[src/rtl/cgra_config_loader.sv]
// cgra_config_loader: serialises host config words LSB-first onto a PE config chain,
// with a config-reset pulse before loading and done once CHAIN_LEN bits are shifted.
module cgra_config_loader #(
    parameter int WORD_W    = 32,
    parameter int CHAIN_LEN = 64,
    parameter int RST_CYC   = 2,
    parameter int CNT_W     = 16
) (
    input  logic              clk,
    input  logic              reset,
    input  logic              start,
    input  logic              abort,
    input  logic [WORD_W-1:0] word_in,
    input  logic              word_valid,
    output logic              word_ready,
    output logic              cfg_reset,
    output logic              cfg_data,
    output logic              cfg_shift,
    output logic              busy,
    output logic              done,
    output logic [CNT_W-1:0]  bit_count
);
    localparam int WW = WORD_W > 1 ? $clog2(WORD_W) : 1;
    localparam int RW = RST_CYC > 1 ? $clog2(RST_CYC) : 1;
    localparam logic [CNT_W-1:0] LAST  = CNT_W'(CHAIN_LEN - 1);
    localparam logic [WW-1:0]    WLAST = WW'(WORD_W - 1);
    localparam logic [RW-1:0]    RLOAD = RW'(RST_CYC - 1);

    typedef enum logic [2:0] {IDLE, RESET, FETCH, SHIFT, DONE} state_t;

    state_t            state;
    logic [WORD_W-1:0] sreg;
    logic [WW-1:0]     wcnt;
    logic [RW-1:0]     rcnt;

    // abort is the one input allowed through to an output, so a word offered
    // alongside it is never seen as accepted by the host
    assign word_ready = (state == FETCH) && !abort;
    assign cfg_reset  = state == RESET;
    assign cfg_shift  = state == SHIFT;
    assign cfg_data   = (state == SHIFT) && sreg[0];
    assign busy       = (state == RESET) || (state == FETCH) || (state == SHIFT);
    assign done       = state == DONE;

    always_ff @(posedge clk or posedge reset) begin
        if (reset) begin
            state     <= IDLE;
            sreg      <= '0;
            wcnt      <= '0;
            rcnt      <= '0;
            bit_count <= '0;
        end else if (abort) begin
            state     <= IDLE;
            bit_count <= '0;
        end else begin
            case (state)
                IDLE, DONE: if (start) begin
                    state     <= RESET;
                    bit_count <= '0;
                    rcnt      <= RLOAD;
                end
                RESET: begin
                    state <= rcnt == '0 ? FETCH : RESET;
                    rcnt  <= rcnt - 1'b1;
                end
                FETCH: if (word_valid) begin
                    state <= SHIFT;
                    sreg  <= word_in;
                    wcnt  <= '0;
                end
                SHIFT: begin
                    sreg      <= sreg >> 1;
                    bit_count <= bit_count + 1'b1;
                    wcnt      <= wcnt + 1'b1;
                    state     <= bit_count == LAST ? DONE : wcnt == WLAST ? FETCH : SHIFT;
                end
                default: state <= IDLE;
            endcase
        end
    end
endmodule

[config.mk]
export PLATFORM = sky130hd
export DESIGN_NAME = cgra_config_loader
export DESIGN_NICKNAME = d
export VERILOG_FILES = /design/src/rtl/cgra_config_loader.sv
export SDC_FILE = /design/constraint.sdc
export NUM_CORES = 1
export LEC_CHECK = 0
export ABC_CLOCK_PERIOD_IN_PS = 2400
export CAP_MARGIN = 20
export CORE_MARGIN = 1
export CORE_UTILIZATION = 51
export DETAILED_ROUTE_END_ITERATION = 16
export PLACE_DENSITY = 0.83
export SLEW_MARGIN = 20
export SYNTH_ARGS = -nofsm -noshare
export SYNTH_HDL_FRONTEND = slang
export SYNTH_SLANG_ARGS = --single-unit
[constraint.sdc]
create_clock -name clk -period 2.4 [get_ports clk]
set_input_delay 0.72 -clock clk [delete_from_list [all_inputs] [get_ports clk]]
set_output_delay 0.72 -clock clk [all_outputs]
set_load 0.01 [all_outputs]
==> results of run 1 <==
==> layout make-up <==
type / count / area, sq um / share of cell area, %
Clock buffer: 14 / 163 / 4.13
Clock inverter: 2 / 60.1 / 1.53
Inverter: 4 / 15.0 / 0.381
Multi-Input combinational cell: 214 / 1380 / 35.0
Sequential cell: 57 / 1430 / 36.3
Tap cell: 70 / 87.6 / 2.22
Timing Repair Buffer: 83 / 807 / 20.5
==> power breakdown <==
group | total (mW) | switching [mW] | leakage (nW) | internal (mW)
Sequential | 1.32 | 0.139 | 0.761 | 1.18
Clock | 1.01 | 0.366 | 0.111 | 0.643
Combinational | 0.445 | 0.217 | 0.973 | 0.228
Total | 2.78 | 0.723 | 1.85 | 2.06
==> flip-flops by register name, summed over array words and instances, names as in the netlist <==
register and cells:
wcnt 5, bit_count 16, rcnt 1, sreg 32, state 3
==> worst min-delay path, stage by stage, from the launching register on <==
cell and delay (ns):
sky130_fd_sc_hd__dfrtp_1 0.34, sky130_fd_sc_hd__nand2_1 0.05, sky130_fd_sc_hd__o21ai_0 0.06
==> worst max-delay path by stage <==
stage / from / to / slack [ns] / cells after the start
after floorplan: abort / word_ready / 0.17 / 3
after detailed placement: abort / word_ready / -0.65 / 4
after global routing: state[2]$_DFFE_PP0P_ / bit_count[14]$_DFFE_PP0P_ / 0.03 / 9
after global placement: abort / word_ready / -0.66 / 4
after CTS: abort / word_ready / -0.15 / 4
final: state[2]$_DFFE_PP0P_ / cfg_data / 0.14 / 6
==> repair_timing <==
| action | 4_1_cts | 5_1_grt |
|---|---|---|
| setup endpoints to repair | 4 | 11 |
| buffers inserted | 4 | 2 |
| resized for setup | 10 | 11 |
| pin swaps | 1 | 2 |
==> cell families (layout without fill, tap and decap cells) <==
logic type / after synthesis / after routing / synth area share, %
simple gates: 103 / 103 / 18.5
xor+xnor: 6 / 6 / 1.85
compound gates: 69 / 69 / 13.7
buf+inv: 21 / 103 / 2.90
fa+ha+maj: 3 / 3 / 1.32
mux: 33 / 33 / 11.7
flops: 57 / 57 / 50.1
==> layout by cell type (no fill, tap or decap), types with 2 or more instances in the layout <==
cell type                         instances
sky130_fd_sc_hd__dfrtp_1                 56
sky130_fd_sc_hd__a21oi_1                 11
sky130_fd_sc_hd__buf_4                   23
sky130_fd_sc_hd__clkbuf_8                11
sky130_fd_sc_hd__nand2b_1                 2
sky130_fd_sc_hd__nor3_1                   4
sky130_fd_sc_hd__buf_12                   3
sky130_fd_sc_hd__o21ai_0                 44
sky130_fd_sc_hd__or4_1                    2
sky130_fd_sc_hd__ha_1                     3
sky130_fd_sc_hd__nand2_1                 38
sky130_fd_sc_hd__nand3_1                  3
sky130_fd_sc_hd__bufinv_16                2
sky130_fd_sc_hd__or3_1                    5
sky130_fd_sc_hd__nand3b_1                 2
sky130_fd_sc_hd__inv_2                    2
sky130_fd_sc_hd__xnor2_1                  2
sky130_fd_sc_hd__xor2_1                   4
sky130_fd_sc_hd__clkbuf_1                 3
sky130_fd_sc_hd__a22o_1                   3
sky130_fd_sc_hd__nand4_1                  9
sky130_fd_sc_hd__and2_1                   4
sky130_fd_sc_hd__inv_1                    2
sky130_fd_sc_hd__dlymetal6s2s_1           3
sky130_fd_sc_hd__mux2i_1                 32
sky130_fd_sc_hd__and4_1                   4
sky130_fd_sc_hd__clkdlybuf4s50_1         52
sky130_fd_sc_hd__nor2_4                   2
sky130_fd_sc_hd__nor3b_1                  2
sky130_fd_sc_hd__o31ai_1                  2
sky130_fd_sc_hd__nor2_1                  17
sky130_fd_sc_hd__and3_1                   2
==> metrics by stage <==
stage,worst slack (ns),hold slack (ns),cell area [sq um]
6_report,0.138,0.480,3940
5_1_grt,0.0262,0.508,3940
4_1_cts,-0.152,0.485,3890
3_5_place_dp,-0.649,0.469,3640
3_3_place_gp,-0.658,0.461,3640
2_1_floorplan,0.172,0.442,2850
==> routing by layer <==
layer	up-vias	track usage [%]
met5	-	0
met4	0	12.3
met3	8	4.76
met2	60	39.4
met1	1211	31.2
li1	1207	-
==> results by stage, run 1 <==
Run status:
- The flow ran to the end, and the final reports show no timing, DRC or antenna violations.

Clock tree:
- The number of buffers inserted during clock tree synthesis is 9.
- Clock-pin slew was measured on the worst setup and hold paths at 0.06 ns.
- Hold repair after CTS inserted 0 buffers.
- The count of H-tree levels built during CTS is 3.
- The tree built by TritonCTS fans out to 57 sinks.
- For the worst-skew pair, the clock arrives at the later sink with an insertion delay of 0.33 ns.
- In this run the deepest clock path goes through 2 buffers.
- The TritonCTS clock tree is yes.
- Clock tree synthesis selected as its root buffer the cell sky130_fd_sc_hd__clkbuf_8.

Yosys:
- Summed over all instances, the cell type with the most area after synthesis is sky130_fd_sc_hd__dfrtp_1.
- Averaged over all synthesized cells, the footprint is 9.74 sq um.
- For this run, the number of Yosys warnings is 0.
- After synthesis the netlist holds a flip-flop and latch count of 57.
- The post-synth net total is 332.
- In the synthesized netlist, the cells that appear most often are 57 x sky130_fd_sc_hd__dfrtp_1, 44 x sky130_fd_sc_hd__o21ai_0, 38 x sky130_fd_sc_hd__nand2_1, 32 x sky130_fd_sc_hd__mux2i_1, 19 x sky130_fd_sc_hd__nor2_1.
- The dominant register cell in the synthesized netlist is sky130_fd_sc_hd__dfrtp_1.
- In the post-synthesis netlist, the cell with the most instances is sky130_fd_sc_hd__dfrtp_1.
- The share of synthesized area in the top cell type comes to 50.1%.
- Yosys attributes the largest share of cell area to sky130_fd_sc_hd__dfrtp_1 50%, sky130_fd_sc_hd__mux2i_1 11%, sky130_fd_sc_hd__o21ai_0 7.7%, sky130_fd_sc_hd__nand2_1 5.0%, sky130_fd_sc_hd__nor2_1 2.5%.
- The post-synthesis instance area is 2850 sq um.
- The synthesized instance count is 292.
- The number of flops mapped to enable cells by yosys is 0.
- The share of the Yosys chip area taken by registers is 50.1%.
- The async set-reset flop share out of synthesis is 100%.
- Counting distinct cell types in the post-synthesis netlist gives 43.

Global route:
- Entering global routing, the biggest net connects 33 pins.
- The number of global-route vias before repair is between 2k and 2.5k.
- The first global-routing pass estimated 11200 microns of wire.
- After global routing the overflow that remains totals 0.
- The global-route usage over all layers is 24.4%.
- The initial antenna violation count is 0.

Cells and area:
- Cells with a size suffix above 1 make up 14.2% of the layout.
- For this run, the post-layout net count is ~400.
- Relative to the synthesized area, the layout overhead comes to 38.4%.
- Cells fill around three quarters of the core in the end.
- The post-layout instance count excluding filler cells is 444.
- The filler cells instantiated in the layout total 367.
- The antenna diode instance count is 0.

Floorplan:
- The core area is 5240 sq um.
- The row count is 26.
- The floorplan step set the die height to between 70 and 80 microns.
- The die width is 76.7 microns.
- The initial utilization of the core area, before any placement, comes to 54.3%.
- The I/O pin count is 59.
- The die covers 5880 sq um.

Worst setup path:
- The critical path endpoint category is an output port.
- The data required time at the worst endpoint is about 1.7 ns.
- Along the worst path, the maximum fanout reaches 11.
- In this run the critical register-to-register path is captured at bit_count[14]$_DFFE_PP0P_.
- The source of the worst register-to-register timing path is state[2]$_DFFE_PP0P_.
- Among cell families on the critical path, the largest total delay comes from buffers and inverters.
- The cell type of the slowest stage on the worst timing path is sky130_fd_sc_hd__dfrtp_1.
- STA puts the critical path data arrival time at 1.54 ns.
- The number of cells on the worst reg-to-reg path is 9.
- Counting stages on the worst path, the most repeated cell is sky130_fd_sc_hd__buf_4.
- Together, buffers and inverters on the worst path number 4.
- The worst setup path category is reg -> out.
- The longest individual stage delay on the worst path is around 0.38 ns.
- The setup check on the worst reg-to-reg path leaves a slack of 0.15 ns.
- The kind of start point of the critical path is a flip-flop.
- The critical path goes through buf_4 > nand3b_1 > inv_2 > buf_4 > and2_1 > clkbuf_2.

Route:
- The length of routed met3 wiring is 255 microns.
- The uppermost layer routed is met4.
- Wires add up to 6780 microns.
- In the routed layout, each cell is associated on average with a via count of 5.60.
- The first detailed-routing pass took 4 iterations.
- After detailed routing, the wire length on met1 is 2960 microns.
- The average routed wire per standard cell is 15.3 microns.
- The via total after detailed routing is 2486.
- The routed length on met2 is 3490 microns.
- The DRC violations left is 0.
- In this run the remaining antenna-violating nets after routing total 0.
- In this run, the number of DRC markers left after iteration 0 of detailed routing was 210.

STA:
- The number of endpoints with negative hold slack in the final report is 0.
- For this run, the top clock speed supported by timing is roughly 440 MHz.
- The final setup violation count is 0.
- The relative max-transition margin is 69.7%.
- Setup repair after global routing left no endpoint under its margin.
- The final period utilization is between 90% and 100%.
- The worst-margin pin slew is approximately 0.45 ns.
- The post-route clock skew is 0.00849 ns.
- The accumulated negative setup slack is 0 ns.
- The count of final max-slew check failures is 0.
- Counting I/O delays and the setup requirement, the final critical path takes 2.26 ns.

Power:
- The leakage power is 1.85 nW.
- The power density over the cells is 706 nW/um^2.
- The highest ir drop seen on vdd is 0.407 mV.
- The post-route total power is about 2.8 mW.

Min path:
- The hold-critical path depth is 2.
- The classification of the worst-slack hold path is reg -> reg.
- The source of the worst hold timing path is sreg[24]$_DFFE_PP0P_.
- For hold timing, the worst endpoint is sreg[24]$_DFFE_PP0P_.

Placement:
- After legalization and detailed placement, the total HPWL measured 4440 microns.
- After detailed placement, the design holds a cell count of 422.
- Routability-driven placement finished with a final weighted congestion of 0.779.
- The count of buffers added on input and output ports is 58.

Flow run:
- The count of max-cap constraint violations is 0.
Note: power is estimated with default switching activity, not from simulation.
==> run 2: changes to the inputs <==
Settings changed: CTS_CLUSTER_DIAMETER set to 120.
==> results of run 2 <==
Same layout as run 1: the final DEF is identical, and so are final timing and power.
==> run 3: changes to the inputs <==
Settings changed: TNS_END_PERCENT set to 30.
==> results by stage, run 3 (synthesis results as in run 1) <==
Run status:
- The run finished with clean final reports.

Worst setup path:
- The data arrival time of the critical path is 1.59 ns (+0.05 ns).
- The data required time at the worst endpoint is 1.68 ns (about the same).
- The worst setup path startpoint is state[2]$_DFFE_PP0P_.
- In this run the critical register-to-register path is launched from state[2]$_DFFE_PP0P_.
- The maximum fanout count along the critical path was 11 (unchanged).
- The worst setup path is launched from a flip-flop.
- The worst setup path category is reg -> out.
- The critical path endpoint category is an output port.

Cells and area:
- Relative to the synthesized area, the layout overhead comes to 37.8%.
- The library cell used most frequently in the layout, excluding fill and tap cells, is sky130_fd_sc_hd__dfrtp_1.
- The number of flip-flops in the largest register is 32 (unchanged).
- The largest registers in the layout are sreg (32), bit_count (16), wcnt (5).
- The share of final-layout standard cells stronger than drive strength 1 is 13.2% (-1.0 points).
- The total number of nets in the final design was 407 (-0.49%).
- The register containing the most flip-flops in the final layout is sreg.
- The post-layout instance count excluding filler cells is 442 (-0.45%).
- The antenna diode instance count is 0 (unchanged).
- The final core area utilization is 74.9% (-0.31 points).
- The final-layout fill cell count was 367 (unchanged).
- The library cells used most frequently in the layout, excluding fill and tap cells, are 56 x sky130_fd_sc_hd__dfrtp_1, 52 x sky130_fd_sc_hd__clkdlybuf4s50_1, 44 x sky130_fd_sc_hd__o21ai_0.

Global route:
- The wire length of the first global-routing pass is 11000 microns (-1.7%).
- The global-route usage over all layers is 23.9% (-0.47 points).
- The number of global-route vias before repair is 2402 (-0.83%).
- The maximum number of pins on one net before global-route repair is 33 (unchanged).
- The total congestion overflow after global routing was 0 (unchanged).
- The initial antenna violation count is 0 (unchanged).

STA:
- The post-layout minimum cycle time is 2.31 ns (+0.0497 ns).
- The relative max-transition margin is 65.4% (-4.2 points).
- The number of endpoints with negative hold slack in the final report came to 0 (unchanged).
- The accumulated negative setup slack is 0 ns (unchanged).
- Setup repair after global routing left no endpoint under its margin.
- The final setup violation count was 0 (unchanged).
- The worst-margin pin slew came to 0.515 ns (+0.0605 ns).
- The final period utilization came to 96.3% (+2.1 points).
- The count of final max-slew check failures is 0 (unchanged).
- The post-route clock skew is 0.00645 ns (-0.00204 ns).
- The highest clock frequency the design can meet came to 432 MHz (-2.2%).

Flow run:
- The count of max-cap constraint violations is 0 (unchanged).

Power:
- The sequential share of power is 47.7% (about the same).
- The net switching power of the design was 718 uW (-0.71%).
- The highest ir drop seen on vdd is 0.399 mV (-1.9%).
- The leakage power came to 1.84 nW (-0.47%).
- The clock power share is 36.4% (about the same).
- The cell internal power dissipation is 2.05 mW (about the same).
- The post-route total power is 2.77 mW (-0.24%).
- The power density over the cells came to 707 nW/um^2 (+0.17%).
- The net switching fraction of the power is 25.9% (-0.12 points).
- The share of power burned in combinational logic is 15.9% (about the same).

Floorplan:
- The die width is 76.7 microns (unchanged).
- The initial standard-cell utilization of the core is 54.3% (unchanged).
- The I/O pin count is 59 (unchanged).
- The die outline height is 76.7 microns (unchanged).
- The area of the die is 5880 sq um (unchanged).
- The row count came to 26 (unchanged).
- The core area is 5240 sq um (unchanged).

Clock tree:
- TritonCTS built the clock tree.
- The clock latency on the worst-skew pair was 0.33 ns (about the same).
- The number of sinks handled by clock tree synthesis is 57 (unchanged).
- The clock transition time at the flip-flop clock pins of the worst setup and hold paths was 0.06 ns (about the same).
- The number of buffers inserted during clock tree synthesis is 9 (unchanged).
- The number of buffers added to fix hold violations after cts is 0 (unchanged).
- The count of H-tree levels built during CTS is 3 (unchanged).
- The CTS root buffer is sky130_fd_sc_hd__clkbuf_8.
- The maximum count of clock buffers along a single path was 2 (unchanged).

Route:
- The met1 layer wirelength in the final routing is 2970 microns (+0.20%).
- The highest metal layer carrying signal wires in the routed design is met4.
- The routed length on met2 came to 3300 microns (-5.4%).
- The via total after detailed routing is 2485 (-0.040%).
- The length of routed met3 wiring is 253 microns (-0.78%).
- The average routed wire per standard cell is 15.0 microns (-2.0%).
- The starting DRC count in detailed routing came to 179 (-15%).
- The number of search-and-repair iterations in the first detailed-routing pass is 4 (unchanged).
- The post-route antenna net violation count is 0 (unchanged).
- The DRC violations left is 0 (unchanged).
- The ratio of routed vias to standard cells is 5.62 (+0.41%).
- The routed wire length came to 6620 microns (-2.4%).

Placement:
- The half-perimeter wire length of the detailed placement result is 4440 microns (unchanged).
- The final estimated routing congestion in global placement is 0.779 (unchanged).
- The number of port buffers is 58 (unchanged).
- The cell count after placement is 422 (unchanged).

Min path:
- In this run the most critical hold path is launched from sreg[24]$_DFFE_PP0P_.
- The classification of the worst-slack hold path is reg -> reg.
run 3: path summary, 6_finish.rpt:
check                                            endpoint  slack [ns]  depth (start not counted)
worst min-delay path                 sreg[24]$_DFFE_PP0P_        0.48                          2
min in group asynchronous        bit_count[3]$_DFFE_PP0P_        0.70                          2
worst max register to register  bit_count[14]$_DFFE_PP0P_        0.19                          8
worst max-delay path                             cfg_data        0.09                          5
worst min register to register       sreg[24]$_DFFE_PP0P_        0.48                          2
max in group asynchronous            state[0]$_DFFE_PP0P_        1.19                          3
run 3: stage by stage:
stage	hold WS [ns]	worst slack [ns]	instance area [sq um]
2_1_floorplan	0.442	0.172	2850
6_report	0.481	0.0878	3920
3_5_place_dp	0.469	-0.649	3640
5_1_grt	0.508	0.0336	3920
3_3_place_gp	0.461	-0.658	3640
4_1_cts	0.485	-0.152	3880
run 3: critical path, cell delays in order, from the launching register on:
cell and delay [ns]:
sky130_fd_sc_hd__dfrtp_1 0.38, sky130_fd_sc_hd__buf_4 0.17, sky130_fd_sc_hd__nand3b_1 0.21, sky130_fd_sc_hd__inv_2 0.12, sky130_fd_sc_hd__and2_1 0.13, sky130_fd_sc_hd__dlygate4sd2_1 0.26
run 3: layout make-up:
type                       count  area (sq um)  share of cell area (%)
clock inverter                 2          60.1                    1.53
clock buffer                  14           163                    4.15
inverter                       4          15.0                   0.383
multi-input combinational    214          1370                    35.0
sequential                    57          1430                    36.4
timing repair buffer          81           796                    20.3
tap                           70          87.6                    2.23
run 3: power by group through the flow:
stage / sequential (mW) / clock (mW) / combinational (mW)
after global routing: 1.35 / 1.07 / 0.505
after global placement: 1.32 / 0 / 0.405
after detailed placement: 1.33 / 0 / 0.435
final: 1.32 / 1.01 / 0.441
after CTS: 1.32 / 1.02 / 0.441
after floorplan: 1.29 / 0 / 0.268
run 3: timing repair:
item | CTS | global route
pin swaps | 1 | 2
setup endpoints to repair | 4 | 6
resized for setup | 9 | 8
setup buffers | 3 | 1
run 3: metal layers:
layer  vias up  GRT usage, %
met1      1209          30.9
met3        11          4.52
li1       1203             -
met2        62          38.5
met4         0          11.7
met5         -             0
==> RTL change: new RTL, flow settings as in run 2 <==
Set the parameter `CNT_W` to 32 (it was 16).
--- a/src/rtl/cgra_config_loader.sv
+++ b/src/rtl/cgra_config_loader.sv
@@ -5,5 +5,5 @@
     parameter int CHAIN_LEN = 64,
     parameter int RST_CYC   = 2,
-    parameter int CNT_W     = 16
+    parameter int CNT_W     = 32
 ) (
     input  logic              clk,
Interface: changed (resized bit_count); port bits go from 59 to 75. The function was not compared with the original's and may differ.
==> RTL change against run 2 <==
Area after synthesis grew 41%. Worst setup slack lost 0.067 ns. Total power grew 5.4%. Wire length grew 40%. Register-to-register slack gained 0.13 ns. Via count grew 45%. Count of clock-buffer cells in the layout shrank 4. Sequential cell count grew 16. Final area grew 30%.
==> RTL change: results (changes against run 2) <==
First-pass DRT Iterations=5 (was 4); relative slew slack=53.0% (was 69.7%); setup slack, reg-to-reg=0.28 ns (was 0.15 ns); post-synth cell types=50 (was 43); Critical Path AT=1.61 ns (was 1.54 ns); GRT Total Usage=24.5% (was 24.4%); worst-path maximum fanout=10 (was 11); layout cells sized above 1=12.2% (was 14.2%); via count=3,614 (was 2,486); XOR/XNOR Fraction of Synth Area=1.09% (was 1.85%); largest net degree at the start of global routing=49 (was 33); max incr delay on CP=0.41 ns (was 0.38 ns); syn nets=465 (was 332); metal3 WL=794 microns (was 255 microns); mux cell area share after synthesis=8.01% (was 11.7%); DRT Wirelength=9.48 mm (was 6.78 mm); area share of fa/ha/maj cells after synthesis=0.938% (was 1.32%); outcome=finished clean (unchanged); Post-Syn Instances=425 (was 292); most frequent cells after synthesis=73 x dfrtp_1, 60 x nand2_1, 45 x o21ai_0, 32 x mux2i_1, 20 x a21oi_1 (was 57 x dfrtp_1, 44 x o21ai_0, 38 x nand2_1, 32 x mux2i_1, 19 x nor2_1); DRT iter0 DRCs=188 (was 210); placed cell areas=4950 sq um (was 3640 sq um); RePlAce Congestion=0.839 (was 0.779); WHS=0.483 ns (was 0.480 ns); met2 wire len=4.60 mm (was 3.49 mm); Compound-Gate Fraction of Synth Area=15.9% (was 13.7%); M1 WL=3.95 mm (was 2.96 mm); dpl cells=592 (was 422); R2R Path End=bit_count[15] (was bit_count[14]); Final Net Count=544 (was 409); fin cells=608 (was 444); Seq/Total Area, Yosys=45.7% (was 50.1%); Clock Pin Slew Worst Setup and Hold Paths=0.08 ns (was 0.06 ns); Peak VDD IR=0.000546 V (was 0.000407 V); Leakage=2.13 nW (was 1.85 nW); largest cells by area after synthesis=dfrtp_1 46%, mux2i_1 8.0%, nand2_1 5.6%, o21ai_0 5.6%, a21oi_1 2.5% (was dfrtp_1 50%, mux2i_1 11%, o21ai_0 7.7%, nand2_1 5.0%, nor2_1 2.5%); clk_skew=0.0132 ns (was 0.00849 ns); setup repair bufs after CTS=0 (was 4); hold wc startpoint=sreg[27] (was sreg[24]); first-pass GRT wire length=16.3 mm (was 11.2 mm); hpwl dp=6.82 mm (was 4.44 mm); leading registers by flop count=bit_count: 32 flops, sreg: 32 flops, wcnt: 5 flops (was sreg: 32 flops, bit_count: 16 flops, wcnt: 5 flops); Port Buffer Count=74 (was 58); r2r worst-path depth=8 (was 9)
RTL change: logic make-up (layout without fill, tap and decap cells):
family	count (synthesis)	count (layout)
and+or+nand+nor	171	171
buffers and inverters	38	122
AOI/OAI and AO/OA	103	103
DFF	73	73
xor gates and xnor gates	5	5
muxes	32	32
adders and majority gates	3	3
RTL change: area by class of cell:
class | count | area [sq um]
Multi-Input combinational cell | 314 | 1990
Sequential cell | 73 | 1830
Clock buffer | 10 | 138
Inverter | 6 | 28.8
Timing Repair Buffer | 100 | 977
Fill cell | 567 | 2280
Tap cell | 99 | 124
Clock inverter | 6 | 43.8
RTL change: worst max-delay path by stage:
stage / from / end / slack [ns]
3_5_place_dp: abort / word_ready / -0.56
3_3_place_gp: abort / word_ready / -0.54
6_report: state[2] / cfg_data / 0.07
2_1_floorplan: abort / word_ready / 0.17
4_1_cts: state[1] / busy / 0.05
5_1_grt: state[2] / cfg_data / 0.01
RTL change: metrics by stage:
step	utilization [%]	worst slack, ns
2_1_floorplan	-	0.165
3_3_place_gp	66.8	-0.545
5_1_grt	69.2	0.0106
4_1_cts	69.2	0.0476
6_report	69.2	0.0706
3_5_place_dp	66.8	-0.563
RTL change: layer usage:
metal  track usage, %  up-vias
met1             30.3     1731
met2             41.1      151
met3             7.15       15
met5                0        -
met4             7.66        0
li1                 -     1717
RTL change: power by group:
part / internal, mW / switching, mW / leakage [nW]
sequential: 1.41 / 0.116 / 0.991
combinational: 0.253 / 0.268 / 1.06
clock: 0.403 / 0.482 / 0.0805
total: 2.06 / 0.866 / 2.13
RTL change: worst register-to-register path: stages (launching register included):
cell and delay [ns]:
dfrtp_1 0.38, buf_4 0.19, nand3b_4 0.16, inv_4 0.06, buf_4 0.18, nor3_2 0.59, nor2_2 0.13, buf_12 0.19
a21oi_1 0.17
RTL change: what timing repair did:
action                     in CTS  in global routing
setup endpoints to repair       6                  1
pin swaps                       1                  0
resized for setup              12                  1
hold buffers                    0                  0
